### src/rtl/ray_gen_stream_if.sv
// Ray output stream: one primary-ray beat per pixel, valid/ready handshake.
// master drives valid and the payload; slave drives ready.
// Payload: signed ray direction, pixel column/row and linear pixel index.
interface ray_gen_stream_if #(
    parameter int COORD_W = 12,
    parameter int DIM_W   = 13,
    parameter int IDX_W   = 26
);
    logic                      ray_valid;
    logic                      ray_ready;
    logic signed [COORD_W-1:0] ray_dir_x;
    logic signed [COORD_W-1:0] ray_dir_y;
    logic signed [COORD_W-1:0] ray_dir_z;
    logic        [DIM_W-1:0]   ray_px;
    logic        [DIM_W-1:0]   ray_py;
    logic        [IDX_W-1:0]   ray_index;

    modport master (
        output ray_valid, ray_dir_x, ray_dir_y, ray_dir_z, ray_px, ray_py, ray_index,
        input  ray_ready
    );

    modport slave (
        input  ray_valid, ray_dir_x, ray_dir_y, ray_dir_z, ray_px, ray_py, ray_index,
        output ray_ready
    );
endinterface

### src/rtl/ray_gen_stream.sv
// Per-core primary-ray generator: walks pixels core_id, core_id+stride, ... emitting dir+right*u+up*v.
// Latency: start -> first ray_valid 4 cycles; accept -> next ray_valid 3 cycles.
// Backpressure: beat held stable while ray_ready low; valid never depends on ready combinationally.
// Ports: clk/reset_n (sync, active-low); start, core_id, num_cores_m1, image_width/height and
// cam_dir/right/up vectors are sampled on an accepted start; ray (master) carries the output
// stream; busy is high for the whole frame, done pulses for one cycle at frame end.
module ray_gen_stream #(
    parameter int COORD_W   = 12,
    parameter int DIM_W     = 13,
    parameter int IDX_W     = 26,
    parameter int CORE_W    = 3,
    parameter int SKIP_ZERO = 1
) (
    input  logic                      clk,
    input  logic                      reset_n,
    input  logic                      start,
    input  logic        [CORE_W-1:0]  core_id,
    input  logic        [CORE_W-1:0]  num_cores_m1,
    input  logic        [DIM_W-1:0]   image_width,
    input  logic        [DIM_W-1:0]   image_height,
    input  logic signed [COORD_W-1:0] cam_dir_x,
    input  logic signed [COORD_W-1:0] cam_dir_y,
    input  logic signed [COORD_W-1:0] cam_dir_z,
    input  logic signed [COORD_W-1:0] cam_right_x,
    input  logic signed [COORD_W-1:0] cam_right_y,
    input  logic signed [COORD_W-1:0] cam_right_z,
    input  logic signed [COORD_W-1:0] cam_up_x,
    input  logic signed [COORD_W-1:0] cam_up_y,
    input  logic signed [COORD_W-1:0] cam_up_z,
    ray_gen_stream_if.master          ray,
    output logic                      busy,
    output logic                      done
);
    // u/v need one bit beyond DIM_W to hold signed centred offsets.
    localparam int UV_W   = DIM_W + 1;
    localparam int PROD_W = COORD_W + UV_W;

    typedef enum logic [2:0] {
        S_IDLE, S_SETUP, S_COORD, S_MAC, S_EMIT, S_FINISH
    } state_t;

    state_t                    state;
    logic        [DIM_W-1:0]   w_r, h_r, stride_r;
    logic        [CORE_W-1:0]  core_r;
    logic signed [COORD_W-1:0] dir_x_r, dir_y_r, dir_z_r;
    logic signed [COORD_W-1:0] right_x_r, right_y_r, right_z_r;
    logic signed [COORD_W-1:0] up_x_r, up_y_r, up_z_r;
    logic        [IDX_W-1:0]   total_r, idx_r;
    logic        [DIM_W-1:0]   px_r, py_r;
    logic signed [UV_W-1:0]    u_r, v_r;
    logic                      skip_r;

    // Full-precision MAC; only the low COORD_W bits are kept, so the result wraps.
    function automatic logic [COORD_W-1:0] mac3(
        input logic signed [COORD_W-1:0] d,
        input logic signed [COORD_W-1:0] r,
        input logic signed [COORD_W-1:0] p,
        input logic signed [UV_W-1:0]    a,
        input logic signed [UV_W-1:0]    b
    );
        logic signed [PROD_W-1:0] acc;
        acc = PROD_W'(d) + PROD_W'(r) * PROD_W'(a) + PROD_W'(p) * PROD_W'(b);
        return COORD_W'(acc);
    endfunction

    logic [COORD_W-1:0] mac_x, mac_y, mac_z;
    assign mac_x = mac3(dir_x_r, right_x_r, up_x_r, u_r, v_r);
    assign mac_y = mac3(dir_y_r, right_y_r, up_y_r, u_r, v_r);
    assign mac_z = mac3(dir_z_r, right_z_r, up_z_r, u_r, v_r);

    logic mac_zero;
    assign mac_zero = (mac_x == '0) && (mac_y == '0) && (mac_z == '0);

    logic [CORE_W:0] stride_in;
    assign stride_in = {1'b0, num_cores_m1} + (CORE_W+1)'(1);

    logic [IDX_W-1:0] total_c;
    assign total_c = IDX_W'(w_r) * IDX_W'(h_r);

    // Incremental pixel walk: stride <= W guarantees at most one row wrap per step.
    logic [DIM_W:0]   px_sum;
    logic             px_wrap;
    logic [DIM_W-1:0] px_next, py_next;
    logic [IDX_W-1:0] idx_next;
    logic             frame_end;
    logic             accept;

    assign px_sum    = {1'b0, px_r} + {1'b0, stride_r};
    assign px_wrap   = px_sum >= {1'b0, w_r};
    assign px_next   = px_wrap ? DIM_W'(px_sum - {1'b0, w_r}) : DIM_W'(px_sum);
    assign py_next   = py_r + DIM_W'(px_wrap);
    assign idx_next  = idx_r + IDX_W'(stride_r);
    assign frame_end = idx_next >= total_r;
    // A skipped (zero-direction) ray counts as accepted without ever raising valid.
    assign accept    = (ray.ray_valid && ray.ray_ready) || skip_r;

    always_ff @(posedge clk) begin
        if (!reset_n) begin
            state         <= S_IDLE;
            w_r           <= '0;
            h_r           <= '0;
            stride_r      <= '0;
            core_r        <= '0;
            dir_x_r       <= '0;
            dir_y_r       <= '0;
            dir_z_r       <= '0;
            right_x_r     <= '0;
            right_y_r     <= '0;
            right_z_r     <= '0;
            up_x_r        <= '0;
            up_y_r        <= '0;
            up_z_r        <= '0;
            total_r       <= '0;
            idx_r         <= '0;
            px_r          <= '0;
            py_r          <= '0;
            u_r           <= '0;
            v_r           <= '0;
            skip_r        <= 1'b0;
            busy          <= 1'b0;
            done          <= 1'b0;
            ray.ray_valid <= 1'b0;
            ray.ray_dir_x <= '0;
            ray.ray_dir_y <= '0;
            ray.ray_dir_z <= '0;
            ray.ray_px    <= '0;
            ray.ray_py    <= '0;
            ray.ray_index <= '0;
        end else begin
            case (state)
                S_IDLE: begin
                    done <= 1'b0;
                    if (start) begin
                        w_r       <= image_width;
                        h_r       <= image_height;
                        stride_r  <= DIM_W'(stride_in);
                        core_r    <= core_id;
                        dir_x_r   <= cam_dir_x;
                        dir_y_r   <= cam_dir_y;
                        dir_z_r   <= cam_dir_z;
                        right_x_r <= cam_right_x;
                        right_y_r <= cam_right_y;
                        right_z_r <= cam_right_z;
                        up_x_r    <= cam_up_x;
                        up_y_r    <= cam_up_y;
                        up_z_r    <= cam_up_z;
                        busy      <= 1'b1;
                        state     <= S_SETUP;
                    end
                end
                S_SETUP: begin
                    // core_id < W is assumed, so core_id mod W is core_id itself.
                    px_r    <= DIM_W'(core_r);
                    py_r    <= '0;
                    idx_r   <= IDX_W'(core_r);
                    total_r <= total_c;
                    // Also covers W==0 or H==0 (total 0): no beats, straight to done.
                    if (IDX_W'(core_r) >= total_c) begin
                        done  <= 1'b1;
                        state <= S_FINISH;
                    end else begin
                        state <= S_COORD;
                    end
                end
                S_COORD: begin
                    u_r   <= $signed({1'b0, px_r}) - $signed({2'b00, w_r[DIM_W-1:1]});
                    v_r   <= $signed({2'b00, h_r[DIM_W-1:1]}) - $signed({1'b0, py_r});
                    state <= S_MAC;
                end
                S_MAC: begin
                    ray.ray_dir_x <= mac_x;
                    ray.ray_dir_y <= mac_y;
                    ray.ray_dir_z <= mac_z;
                    ray.ray_px    <= px_r;
                    ray.ray_py    <= py_r;
                    ray.ray_index <= idx_r;
                    if ((SKIP_ZERO != 0) && mac_zero) begin
                        skip_r        <= 1'b1;
                        ray.ray_valid <= 1'b0;
                    end else begin
                        skip_r        <= 1'b0;
                        ray.ray_valid <= 1'b1;
                    end
                    state <= S_EMIT;
                end
                S_EMIT: begin
                    if (accept) begin
                        ray.ray_valid <= 1'b0;
                        skip_r        <= 1'b0;
                        px_r          <= px_next;
                        py_r          <= py_next;
                        idx_r         <= idx_next;
                        if (frame_end) begin
                            done  <= 1'b1;
                            state <= S_FINISH;
                        end else begin
                            state <= S_COORD;
                        end
                    end
                end
                S_FINISH: begin
                    done          <= 1'b0;
                    busy          <= 1'b0;
                    ray.ray_valid <= 1'b0;
                    state         <= S_IDLE;
                end
                default: begin
                    state <= S_IDLE;
                end
            endcase
        end
    end
endmodule

### src/flat_wrapper.sv
// flat-port wrapper written by rule: the top's interface ports become plain ports
module ray_gen_stream_flat 
#(
    parameter int COORD_W   = 12,
    parameter int DIM_W     = 13,
    parameter int IDX_W     = 26,
    parameter int CORE_W    = 3,
    parameter int SKIP_ZERO = 1
)
  (clk, reset_n, start, core_id, num_cores_m1, image_width, image_height, cam_dir_x, cam_dir_y, cam_dir_z, cam_right_x, cam_right_y, cam_right_z, cam_up_x, cam_up_y, cam_up_z, busy, done, ray_ray_valid, ray_ray_dir_x, ray_ray_dir_y, ray_ray_dir_z, ray_ray_px, ray_ray_py, ray_ray_index, ray_ray_ready);
  ray_gen_stream_if #(.COORD_W(COORD_W), .DIM_W(DIM_W), .IDX_W(IDX_W)) ray_i ();
  input  logic clk;
  input  logic reset_n;
  input  logic start;
  input  logic        [CORE_W-1:0] core_id;
  input  logic        [CORE_W-1:0] num_cores_m1;
  input  logic        [DIM_W-1:0] image_width;
  input  logic        [DIM_W-1:0] image_height;
  input  logic signed [COORD_W-1:0] cam_dir_x;
  input  logic signed [COORD_W-1:0] cam_dir_y;
  input  logic signed [COORD_W-1:0] cam_dir_z;
  input  logic signed [COORD_W-1:0] cam_right_x;
  input  logic signed [COORD_W-1:0] cam_right_y;
  input  logic signed [COORD_W-1:0] cam_right_z;
  input  logic signed [COORD_W-1:0] cam_up_x;
  input  logic signed [COORD_W-1:0] cam_up_y;
  input  logic signed [COORD_W-1:0] cam_up_z;
  output logic busy;
  output logic done;
  output wire logic [$bits(ray_i.ray_valid)-1:0] ray_ray_valid;
  output wire logic [$bits(ray_i.ray_dir_x)-1:0] ray_ray_dir_x;
  output wire logic [$bits(ray_i.ray_dir_y)-1:0] ray_ray_dir_y;
  output wire logic [$bits(ray_i.ray_dir_z)-1:0] ray_ray_dir_z;
  output wire logic [$bits(ray_i.ray_px)-1:0] ray_ray_px;
  output wire logic [$bits(ray_i.ray_py)-1:0] ray_ray_py;
  output wire logic [$bits(ray_i.ray_index)-1:0] ray_ray_index;
  input wire logic [$bits(ray_i.ray_ready)-1:0] ray_ray_ready;
  assign ray_ray_valid = ray_i.ray_valid;
  assign ray_ray_dir_x = ray_i.ray_dir_x;
  assign ray_ray_dir_y = ray_i.ray_dir_y;
  assign ray_ray_dir_z = ray_i.ray_dir_z;
  assign ray_ray_px = ray_i.ray_px;
  assign ray_ray_py = ray_i.ray_py;
  assign ray_ray_index = ray_i.ray_index;
  assign ray_i.ray_ready = ray_ray_ready;
  ray_gen_stream #(.COORD_W(COORD_W), .DIM_W(DIM_W), .IDX_W(IDX_W), .CORE_W(CORE_W), .SKIP_ZERO(SKIP_ZERO)) u_core (.clk(clk), .reset_n(reset_n), .start(start), .core_id(core_id), .num_cores_m1(num_cores_m1), .image_width(image_width), .image_height(image_height), .cam_dir_x(cam_dir_x), .cam_dir_y(cam_dir_y), .cam_dir_z(cam_dir_z), .cam_right_x(cam_right_x), .cam_right_y(cam_right_y), .cam_right_z(cam_right_z), .cam_up_x(cam_up_x), .cam_up_y(cam_up_y), .cam_up_z(cam_up_z), .ray(ray_i), .busy(busy), .done(done));
endmodule
### config.mk
export PLATFORM = sky130hd
export DESIGN_NAME = ray_gen_stream_flat
export DESIGN_NICKNAME = d
export VERILOG_FILES = /design/src/rtl/ray_gen_stream_if.sv /design/src/rtl/ray_gen_stream.sv /design/src/flat_wrapper.sv
export SDC_FILE = /design/constraint.sdc
export NUM_CORES = 2
export LEC_CHECK = 0
export CELL_PAD_IN_SITES_DETAIL_PLACEMENT = 1
export CELL_PAD_IN_SITES_GLOBAL_PLACEMENT = 2
export CORE_MARGIN = 2
export CORE_UTILIZATION = 41
export CTS_BUF_LIST = sky130_fd_sc_hd__clkbuf_16
export CTS_CLUSTER_SIZE = 30
export DETAILED_ROUTE_END_ITERATION = 6
export PLACE_DENSITY_LB_ADDON = 0.1
export SLEW_MARGIN = 20
export SYNTH_ARGS = -nofsm -noshare
export SYNTH_HDL_FRONTEND = slang
export SYNTH_SLANG_ARGS = --single-unit
export TNS_END_PERCENT = 30
### constraint.sdc
create_clock -name clk -period 16.85 [get_ports clk]
set_clock_uncertainty 0.2 [all_clocks]
set_input_delay 5.055 -clock clk [delete_from_list [all_inputs] [get_ports clk]]
set_output_delay 5.055 -clock clk [all_outputs]
set_load 0.01 [all_outputs]
* Word level (Yosys, flattened, before mapping)
Cells that the tools add are included.
** Operators by class
- Divide/modulo/power cells :: 0
- Multiply operators :: 7
- Reductions and logical operators :: 21
- Order comparisons :: 3
- Shifts and indexed selects :: 0
- Add/subtract/negate cells :: 13
- Multiplexer cells :: 23
- Equal/unequal tests :: 9
- Bitwise logic cells :: 0
** Operators with widths (number)
- multiplier 12 x 14 -> 12 bit :: 6
- adder 12 bit :: 6
- case mux 13 bit (2 select lines) :: 2
- case mux 26 bit (2 select lines) :: 1
- two-way mux 13 bit :: 3
- zero test 12 bit :: 3
- adder 26 x 4 -> 26 bit :: 1
- greater-or-equal comparator 26 bit :: 1
- greater-or-equal comparator 3 x 26 -> 1 bit :: 1
- multiplier 13 x 13 -> 26 bit :: 1
- two-way mux 26 bit :: 1
- case mux 3 bit (5 select lines) :: 1
- adder 13 x 4 -> 14 bit :: 1
- greater-or-equal comparator 14 x 13 -> 1 bit :: 1
- subtractor 12 x 13 -> 14 bit :: 1
- subtractor 13 x 12 -> 14 bit :: 1
- adder 13 x 1 -> 13 bit :: 1
- subtractor 13 bit :: 1
- two-way mux 3 bit :: 4
- AND reduction 2 bit :: 6
- two-way mux 1 bit :: 7
- equality test 3 x 2 -> 1 bit (second input constant) :: 2
- equality test 3 bit (second input constant) :: 2
- inequality test 2 x 1 -> 1 bit (second input constant) :: 3
- 12 further kinds :: 19
** Storage, ports and cells
- Logic and storage cells :: 106
- Input bits :: 144
- Bits in latches :: 0
- Output and inout port bits :: 91
- Register bits after elaboration :: 342
- Memories :: 0
- RAM bits :: 0
- ROM bits :: 0

* Logic depth before layout (Yosys ltp)
- Depth after elaboration :: 8
- Depth in mapped cells :: 26
- Gate-level depth less buffers :: 24

* Least setup slack after synthesis
OpenSTA, ideal clock, no wires.
- Path type :: in2reg
- Start point :: input ray_ray_ready
- End point :: register u_core.py_r[11]
- Data arrival time :: 6.343 ns
- Path buffers :: 1
- Stages :: 9
- Data required time :: 16.522 ns
- Library setup time :: 0.128 ns
- Path slack :: 10.179 ns
- Path through :: a21oi_1 nand2b_1 clkbuf_1 nand2_1 nand4_1 nor2_1 nand3_1 xor2_1 nor2_1
** On the way
- Word-level cells in the longest chain between the ends :: 4
** Ends and longest elaborated chain
- start, declared :: line flat_wrapper.sv:37 : input wire logic [$bits(ray_i.ray_ready)-1:0] ray_ray_ready;
- logical AND 1 bit :: line ray_gen_stream.sv:95 : assign accept = (ray.ray_valid && ray.ray_ready) || skip_r;
- logical OR 1 bit :: line ray_gen_stream.sv:95
- inequality test 2 x 1 -> 1 bit (no source line)
- AND reduction 2 bit (no source line)
- end signal, assigned :: line ray_gen_stream.sv:191 : py_r <= py_next;
- end, declared :: line ray_gen_stream.sv:49 : logic [DIM_W-1:0] px_r, py_r;
No other way between the ends.
A chain may end at the register's enable or synchronous reset.

* Worst setup path in the final report
- Start point :: input start
- End point :: register u_core.right_y_r[10]
** On the way
- Word-level cells in the longest chain between the ends :: 1
** Ends and longest elaborated chain
- start, declared :: line flat_wrapper.sv:14 : input logic start;
- AND reduction 2 bit (no source line)
- end signal, assigned :: line ray_gen_stream.sv:142 : right_y_r <= cam_right_y;
- end, declared :: line ray_gen_stream.sv:46 : logic signed [COORD_W-1:0] right_x_r, right_y_r, right_z_r;
No other way between the ends.

==> results.md <==
- Outcome: complete, no violations
- Initial core utilization: 0.415
- Peak VDD IR: 0.0890 mV
- Sequential share of the synthesized area: 0.187
- Total power draw: 3.91 mW
- Synthesized instance count: 4338
- R2R setup slack: 9.37 ns
- Hold Path Class: flop to flop
- CP Launch Type: input pin
- Synth cell count leaders: nand2_1 (966), inv_1 (659), fa_1 (426), ha_1 (359), dfxtp_1 (338)
- Cell accounting for the most synthesized area: fa_1
- Endpoint class of the critical path: flop
- Worst Hold Path EP: u_core.u_r[4]
- Post-route ant nets: 0
- Die Wd: 301 um
- Crit path DAT: 7.97 ns
- Relative slew slack: 0.285
- Critical R2R Capture: u_core.ray.ray_valid
- Worst-Margin Slew: 1.07 ns
- Synth unique cells: 78
- Final Setup Violations: 0
- PostCTS Resize Cnt: 0
- Tmin final: 7.64 ns
- Initial antenna violation count: 0
- Pin count of the biggest net entering global routing: 113
- Fin. Hold Viols: 0
- Post-synth ARST share: 0
- Clk Latency, worst-skew pair: 0.61 ns
- DP Area: 39400 sq um
- Ranking of synthesized cells by area: fa_1 (24%), dfxtp_1 (19%), ha_1 (12%), nand2_1 (10%), inv_1 (6.8%)
- Via Count: 28700
- Total Neg Setup Slack: 0 ns
- Clk pwr share: 0.249
- Lkg Pwr: 18.6 nW
- CP Max Fanout: 63
- Ys Warns: 0
- DRT Pass-1 Iters: 5
- Dpl hpwl: 90.3 mm
- DRT iter0 DRCs: 1070
- WS Path Type: input pin to flop
- Final WL: 116 mm
- #FFs+latches synth: 338
- All-Layer GR Usage: 0.260
- Ratio of cells with drive above 1 in the final layout: 0.0329
- Final period util: 0.454
- CTS tree: built
- Final #Nets: 5368
- P per Cell Area: 95.6 nW/um^2
- Reg clk slew, reported paths: 0.06 ns
- Sink Count: 338
- Post-synth EDFFs: 0
- Max-capacitance violation count: 0
- Dominant synthesized flop cell: dfxtp_1
- Hold_sp: u_core.u_r[4]
- Hold Crit Depth: 2
- Io pins: 235
- Core footprint: 87000 sq um
- Mapped cell area: 36100 sq um
- Number of global-route vias before repair: 31700
- Number of remaining DRC errors: 0
- Max clock buf depth: 3
- Sw frac: 0.458
- Seq pwr share: 0.295
- H-tree depth: 2
- Vias per inst: 5.10
- Post-CTS Setup Inserts: 0
- Syn_nets: 5267
- # hold bufs at CTS: 0
- Port Buffer Count: 234
- Ant. Diodes: 0
- CTS buffer count: 43
- RSZ-0062 raised after global routing: false
- Reg2Reg Depth: 20
- Design area: 40900 sq um
- Average cell area after synthesis: 8.33 sq um
- P&R area growth vs syn: 13.3%
- Root Driver: clkbuf_16
- Worst Path Required: 17.18 ns
- GR Overflow Total: 0
- Core Rows: 108
- Switching power: 1.79 mW
- Internal: 2.12 mW
- Max Slew Vio Count: 0
- WL per Instance: 20.5 um
- RD Place Congestion: 0.871
- Most frequent cell after synthesis: nand2_1
- Achievable Freq: 131 MHz
- Die area: 90500 sq um
- Synth top area share: 0.236
- First-pass GRT wire length: 182 mm
- Comb pwr share: 0.456
- Chip height: 301 um
- R2R Path Start: u_core.up_y_r[0]
==> critical path, cell delays in order <==
cell	delay, ns
clkdlybuf4s50_1	0.51
nand2_1	0.11
nor2_4	0.46
buf_4	0.79
buf_4	0.66
nand2_1	0.13
a21boi_0	0.18
==> power groups by stage <==
stage	registers [mW]	clock network [mW]	logic, mW
floorplan	0.989	0	1.25
global placement	1.17	0	1.78
detailed placement	1.17	0	1.81
CTS	1.16	1.00	1.82
global route	1.17	1.03	2.01
finish	1.16	0.973	1.79
==> registers in the layout (all words and copies together), names as in the netlist, 13 cells and up <==
signal and flops:
u_core.h_r 13, u_core.idx_r 26, u_core.px_r 13, u_core.py_r 13, u_core.ray.ray_index 26, u_core.ray.ray_px 13, u_core.ray.ray_py 13, u_core.total_r 26
u_core.w_r 13
==> cells by family (layout without fill, tap and decap cells) <==
logic type | count (synthesis) | count (layout) | synth area share
buffers and inverters | 880 | 1014 | 0.0915
AO/OA/AOI/OAI | 551 | 551 | 0.108
flip-flops | 338 | 338 | 0.187
XOR/XNOR | 256 | 256 | 0.0630
multiplexers | 6 | 6 | 0.00173
adder cells (fa/ha/maj) | 785 | 785 | 0.360
AND/OR/NAND/NOR | 1522 | 1522 | 0.188
==> metal layers <==
| layer | up-vias | GRT usage | wire length (um) |
|---|---|---|---|
| met2 | 350 | 0.502 | 62800 |
| met3 | 140 | 0.0234 | 2760 |
| li1 | 13600 | - | - |
| met4 | 0 | 0.0623 | 2680 |
| met5 | - | 0 | 0 |
| met1 | 14600 | 0.307 | 47300 |
==> layout make-up <==
type,count,area (sq um)
Fill cell,10300,46100
Multi-Input combinational cell,3120,26100
Sequential cell,338,6770
Timing Repair Buffer,277,2690
Inverter,659,2470
Tap cell,1155,1450
Clock buffer,43,1080
Clock inverter,35,372
==> stage by stage <==
step | hold WS, ns | util | setup WS, ns | std cells
after floorplan | 0.228 | - | 10.18 | 4338
after global placement | 0.252 | 0.453 | 8.63 | 5548
after detailed placement | 0.256 | 0.453 | 8.54 | 5548
after CTS | 0.261 | 0.470 | 9.20 | 5626
after global routing | 0.290 | 0.470 | 8.90 | 5627
final | 0.257 | 0.470 | 9.21 | 5627
==> placed cells by master, fill, tap and decap left out, types with 6 or more instances in the layout <==
cell type / netlist / routed
nand2_1: 966 / 965
or2_2: 7 / 6
a21boi_0: 250 / 250
ha_1: 359 / 359
nand2b_1: 15 / 15
nand4b_1: 6 / 6
clkinvlp_4: 0 / 6
clkdlybuf4s50_1: 0 / 233
o21a_1: 16 / 16
nor2b_1: 27 / 27
fa_1: 426 / 426
nor3_1: 26 / 23
and2_1: 259 / 259
a211oi_1: 6 / 6
clkinv_1: 0 / 11
nor4_1: 9 / 9
a22oi_1: 11 / 11
o31ai_1: 9 / 9
xor2_1: 65 / 65
nor2_1: 114 / 113
dfxtp_1: 338 / 333
o211ai_1: 6 / 6
and3_1: 18 / 18
a21oi_1: 68 / 68
inv_1: 659 / 662
nand3_1: 33 / 33
clkbuf_16: 0 / 43
o211a_1: 15 / 15
xnor2_1: 188 / 188
a21o_1: 37 / 37
buf_4: 0 / 42
nand4_1: 20 / 20
o21ai_0: 82 / 82
==> worst max path at each step <==
stage,from,end,cells past startpoint
floorplan,ray_ray_ready,u_core.py_r[11],9
global placement,start,u_core.right_z_r[2],7
CTS,start,u_core.right_y_r[10],7
global route,start,u_core.right_y_r[3],7
finish,start,u_core.right_y_r[10],7
detailed placement,start,u_core.right_y_r[10],7
Note: power is estimated with default switching activity, not from simulation.
